**config.mk**
```make
export PLATFORM = sky130hd
export DESIGN_NAME = sfu_out_packer
export DESIGN_NICKNAME = d
export VERILOG_FILES = /design/src/rtl/sfu_out_packer.sv
export SDC_FILE = /design/constraint.sdc
export NUM_CORES = 1
export LEC_CHECK = 0
export ABC_AREA = 1
export CAP_MARGIN = 20
export CORE_ASPECT_RATIO = 1.4
export CORE_MARGIN = 5
export CORE_UTILIZATION = 45
export CTS_BUF_LIST = sky130_fd_sc_hd__clkbuf_2
export DETAILED_ROUTE_END_ITERATION = 10
export GPL_TIMING_DRIVEN = 0
export MAX_ROUTING_LAYER = met4
export PLACE_DENSITY = 0.68
export REMOVE_ABC_BUFFERS = 1
export SLEW_MARGIN = 20
export SYNTH_ARGS = -nofsm -noshare
export SYNTH_HDL_FRONTEND = slang
export SYNTH_SLANG_ARGS = --single-unit
export TNS_END_PERCENT = 1
```
**constraint.sdc**
```tcl
create_clock -name clk -period 4.9 [get_ports clk]
set_input_delay 0.49 -clock clk [delete_from_list [all_inputs] [get_ports clk]]
set_output_delay 0.49 -clock clk [all_outputs]
set_load 0.03 [all_outputs]
```
**src/rtl/sfu_out_packer.sv**
```systemverilog
// sfu_out_packer: drains the SFU output FIFO, packs PACK_FACTOR elements per
// wide beat and streams the beats out on a valid/ready interface.
module sfu_out_packer #(
  parameter int DATA_WIDTH  = 32,
  parameter int PACK_FACTOR = 4,
  parameter int LEN_WIDTH   = 16
) (
  input  logic                              clk,
  input  logic                              rst_n,
  input  logic                              start,
  input  logic [LEN_WIDTH-1:0]              num_elems,
  output logic                              busy,
  output logic                              done,
  output logic                              fifo_rd_en,
  input  logic [DATA_WIDTH-1:0]             fifo_data,
  input  logic                              fifo_data_valid,
  output logic [DATA_WIDTH*PACK_FACTOR-1:0] m_data,
  output logic [PACK_FACTOR-1:0]            m_strb,
  output logic                              m_last,
  output logic                              m_valid,
  input  logic                              m_ready
);

  localparam int CW = $clog2(PACK_FACTOR + 1);

  typedef enum logic [1:0] {S_IDLE, S_DRAIN, S_WAIT_OUT, S_DONE} state_t;

  state_t                               state_reg, state_next;
  logic [LEN_WIDTH-1:0]                 num_reg, rcvd_reg;
  logic [CW-1:0]                        pack_cnt_reg, pack_cnt_next, wr_lane;
  logic                                 inflight_reg;
  logic [DATA_WIDTH-1:0]                pack_mem [PACK_FACTOR];
  logic [DATA_WIDTH*PACK_FACTOR-1:0]    beat_data;
  logic [PACK_FACTOR-1:0]               beat_strb;
  logic [DATA_WIDTH*PACK_FACTOR-1:0]    m_data_reg;
  logic [PACK_FACTOR-1:0]               m_strb_reg;
  logic                                 m_last_reg, m_valid_reg;
  logic                                 accept, all_rcvd, flush_req, out_free, xfer;

  // Element accept / pack flush decisions, all from registered state.
  always_comb begin
    accept        = (state_reg == S_DRAIN) && inflight_reg && fifo_data_valid;
    all_rcvd      = (rcvd_reg == num_reg);
    flush_req     = (state_reg == S_DRAIN) &&
                    ((pack_cnt_reg == CW'(PACK_FACTOR)) || (all_rcvd && (pack_cnt_reg != '0)));
    out_free      = !m_valid_reg || m_ready;
    xfer          = flush_req && out_free;
    // An element arriving while the pack is handed off starts the new pack.
    wr_lane       = xfer ? '0 : pack_cnt_reg;
    pack_cnt_next = wr_lane + CW'(accept);
  end

  // Lanes beyond the fill level are zeroed and unstrobed in the outgoing beat.
  for (genvar gi = 0; gi < PACK_FACTOR; gi++) begin : g_lane
    assign beat_strb[gi] = (CW'(gi) < pack_cnt_reg);
    assign beat_data[gi*DATA_WIDTH +: DATA_WIDTH] = beat_strb[gi] ? pack_mem[gi] : '0;
  end

  // State register.
  always_ff @(posedge clk or negedge rst_n) begin
    if (!rst_n) state_reg <= S_IDLE;
    else        state_reg <= state_next;
  end

  // Next state plus state-decoded outputs; at most one read outstanding.
  always_comb begin
    state_next = state_reg;
    busy       = 1'b0;
    done       = 1'b0;
    fifo_rd_en = 1'b0;
    case (state_reg)
      S_IDLE: begin
        if (start) state_next = (num_elems == '0) ? S_DONE : S_DRAIN;
      end
      S_DRAIN: begin
        busy       = 1'b1;
        fifo_rd_en = (({1'b0, rcvd_reg} + {{LEN_WIDTH{1'b0}}, inflight_reg}) < {1'b0, num_reg}) &&
                     (({1'b0, pack_cnt_reg} + {{CW{1'b0}}, inflight_reg}) < (CW+1)'(PACK_FACTOR));
        if (xfer && all_rcvd) state_next = S_WAIT_OUT;
      end
      S_WAIT_OUT: begin
        busy = 1'b1;
        if (m_valid_reg && m_ready && m_last_reg) state_next = S_DONE;
      end
      S_DONE: begin
        done       = 1'b1;
        state_next = S_IDLE;
      end
      default: state_next = S_IDLE;
    endcase
  end

  // Job length, element counters and the outstanding-read flag.
  always_ff @(posedge clk or negedge rst_n) begin
    if (!rst_n) begin
      num_reg      <= '0;
      rcvd_reg     <= '0;
      pack_cnt_reg <= '0;
      inflight_reg <= 1'b0;
    end else begin
      inflight_reg <= fifo_rd_en;
      if (state_reg == S_IDLE && start) begin
        num_reg      <= num_elems;
        rcvd_reg     <= '0;
        pack_cnt_reg <= '0;
      end else if (state_reg == S_DRAIN) begin
        if (accept) rcvd_reg <= rcvd_reg + LEN_WIDTH'(1);
        pack_cnt_reg <= pack_cnt_next;
      end
    end
  end

  // Pack buffer: accepted element lands in its lane.
  always_ff @(posedge clk or negedge rst_n) begin
    if (!rst_n) begin
      for (int i = 0; i < PACK_FACTOR; i++) pack_mem[i] <= '0;
    end else if (accept) begin
      for (int i = 0; i < PACK_FACTOR; i++) begin
        if (wr_lane == CW'(i)) pack_mem[i] <= fifo_data;
      end
    end
  end

  // Output register: loads a beat when free, holds it until handshaken.
  always_ff @(posedge clk or negedge rst_n) begin
    if (!rst_n) begin
      m_data_reg  <= '0;
      m_strb_reg  <= '0;
      m_last_reg  <= 1'b0;
      m_valid_reg <= 1'b0;
    end else if (xfer) begin
      m_data_reg  <= beat_data;
      m_strb_reg  <= beat_strb;
      m_last_reg  <= all_rcvd;
      m_valid_reg <= 1'b1;
    end else if (m_valid_reg && m_ready) begin
      m_valid_reg <= 1'b0;
      m_last_reg  <= 1'b0;
    end
  end

  assign m_data  = m_data_reg;
  assign m_strb  = m_strb_reg;
  assign m_last  = m_last_reg;
  assign m_valid = m_valid_reg;

endmodule
```
==> out/summary.txt <==
Ys Warns - 0
Layout cells sized above 1 - 8.85%
Initial antenna violation count - 3
Largest stage delay, worst path - 450 ps
Worst path slowest cell - dfrtp_1
Pre-antenna DRT Iters - 5
Most instantiated library cell after synthesis - nand2_1
Final Setup Violations - 0
First-pass GRT wire length - 55800 um
Gate power share - 2.8%
CP Capture Type - output port
Rel. slew slack - 41.0%
Crit-path leading delay family - simple AND/OR/NAND/NOR gates
Post-synth EDFFs - 0
Register area share after synthesis - 58.6%
Sw frac - 23.9%
Maxcap violations - 0
Final net count - 1805
Share of the synthesized area in the top cell type - 58.6%
Critical Path Start Type - flip-flop
Leak pwr - 0.00860 uW
Critical path type - reg2out
Hold_ws - 216 ps
Ys flop type - dfrtp_1
Period Utilization, post-route - 93.2%
Synth top cells by count - nand2_1 (714), dfrtp_1 (300), inv_1 (101)
CTS sink cnt - 300
Clk_lat worst skew - 880 ps
Required @ worst endpoint - 4410 ps
Core ar. - 0.0282 sq mm
Dpl cell area - 0.0152 sq mm
Net switching power figure - 1040 uW
Reg area - 0.00751 sq mm
Area of the multi-input gates - 0.00459 sq mm
1st-iter DRT viols - 639
Clock slew at reported path FFs - 90 ps
Post CTS Setup Buffer Count - 0
Routed len/inst - 16.0 um
Worst EP arrival - 4080 ps
Hpwl dp - 22800 um
Mapped Cells - 1510
CP bufs+invs - 4
Worst min-delay path class - in2reg
Clock network fraction of total power - 40.1%
Synth area leaders - dfrtp_1 (59%), nand2_1 (21%), nand3_1 (3.0%)
Post-Route WL - 34500 um
Die area - 0.0320 sq mm
Vias in the first global route - 10.8k
Post-Route Utilization - 56.4%
GRT Total Usage - 22.2%
Power per cell area - 272 mW/mm^2
Largest net degree at the start of global routing - 101
Worst vdd ir - 0.179 mV
GRT overflow - 0
Remaining DRCs - 0
Clock buffer depth - 3
IO buf count - 189
Syn Area/Cell - 8.49 sq um
Register share of total power - 57.1%
Ports - 190
RSZ-0062 raised after global routing - no
Tmin final - 4570 ps
Cell chain of the critical path - ha_1 > ha_1 > inv_1 > nor2_2 > nand2_1 > nor2_4 > xor2_1 > inv_1 > ha_1 > nand2_1 > inv_1 > o21ai_0 > nand2_1 > nand4_1 > nand3_1 > nor2_1 > nand3_1 > nor2_1 > clkbuf_2
Worst Skew - 67.4 ps
Clk root buf - clkbuf_2
Final Max Slew Viols - 0
Initial core utilization - 45.4%
Internal cell power - 3300 uW
F_max - 0.219 GHz
Crit-path max FO - 5
Chip Height - 210 um
# rows - 73
Final instance area - 0.0159 sq mm
CTS H-Tree Depth - 3
CTS buffer count - 73
Tot Pwr - 4330 uW
Antenna Nets Post-Route - 0
Detailed-route vias per instance - 4.98
Fin. Hold Viols - 0
Cell taking the most area after synthesis - dfrtp_1
Die X-Extent - 153 um
Post-synthesis cell type count - 35
DR vias - 10.7k
Final GP Congestion - 0.865
Fillers - 2603
Setup_tns - 0 ps
Least-Margin Pin Slew - 881 ps
Run status - finished clean
Mapped Area - 0.0128 sq mm
Share of flip-flops with an asynchronous set or reset - 100%
Synthesis-stage register bit count - 300
CTS tree - done
Syn-to-layout area delta - 24.3%
==> layer usage <==
metal  track usage [%]  vias up  wire length (um)
met1              25.4     5148             13500
met2              38.8      306             18000
li1                  -     5192                 -
met3              4.54       62              2040
met5                 -        -                 0
met4              8.24        0               906
==> what timing repair did <==
action / CTS / global route
endpoints found under the hold margin: 300 / 0
setup endpoints to repair: 1 / 1
gates cloned: 0 / 0
hold buffers: 3 / 0
gates resized for setup: 3 / 3
==> layout by cell type, fill, tap and decap left out, drive strengths merged, types with 3 or more instances in the layout <==
cell,netlist,final
bufinv,0,4
dlygate4sd3,0,3
o21ai,94,94
clkinv,1,11
clkdlybuf4s50,0,187
nand3,80,80
nand2,718,718
clkbuf,14,106
nor4,4,4
diode,0,3
dfrtp,300,300
a31oi,4,4
ha,25,25
xor2,11,11
nor2,44,44
buf,52,17
nor3,12,12
a21oi,17,17
or2,4,4
nand4,9,9
inv,110,113
==> kinds of logic (layout without fill, tap and decap cells) <==
| group | after synthesis | count (layout) | share of synthesized area, % |
|---|---|---|---|
| buffers and inverters | 177 | 441 | 5.99 |
| AOI/OAI and AO/OA | 123 | 123 | 5.02 |
| adders and majority gates | 25 | 25 | 2.44 |
| other | 0 | 3 | 0 |
| and+or+nand+nor | 874 | 874 | 27.2 |
| DFF | 300 | 300 | 58.6 |
| xor gates and xnor gates | 11 | 11 | 0.752 |
==> worst min-delay path, delay by kind of cell <==
kind,cells,cell delay [ps]
buf+inv,1,420
compound gates,1,70
simple gates,1,70
==> area by class of cell <==
type,instances,area share (%)
Antenna cell,3,0.0471
Clock buffer,105,3.30
Clock inverter,17,1.06
Inverter,111,2.63
Multi-Input combinational cell,1033,28.8
Sequential cell,300,47.1
Tap cell,375,2.95
Timing Repair Buffer,208,14.1
==> path summary, 6_finish.rpt <==
check | startpoint | end | slack [ps] | cells past startpoint
worst max-delay path | rcvd_reg[0] | fifo_rd_en | 330 | 19
worst max register to register | pack_cnt_reg[1] | pack_mem[17] | 1240 | 11
min in group asynchronous | rst_n | pack_mem[121] | 590 | 3
worst min register to register | pack_mem[49] | m_data[81] | 460 | 2
worst min-delay path | num_elems[6] | num_reg[6] | 220 | 3
max in group asynchronous | rst_n | pack_mem[86] | 2830 | 4
==> through the flow <==
| stage | setup WS (ps) | instances |
|---|---|---|
| floorplan | 1080 | 1444 |
| global placement | -9710 | 2008 |
| detailed placement | 577 | 2024 |
| CTS | 70.5 | 2149 |
| global route | 26.9 | 2152 |
| finish | 331 | 2152 |
==> power groups by stage <==
stage | logic (uW) | registers, uW | clock network (uW)
floorplan | 9.00 | 2520 | 0
global placement | 113 | 2530 | 0
detailed placement | 123 | 2520 | 0
CTS | 126 | 2470 | 1800
global route | 138 | 2470 | 1930
finish | 122 | 2470 | 1740
(Power assumes the default switching activity.)
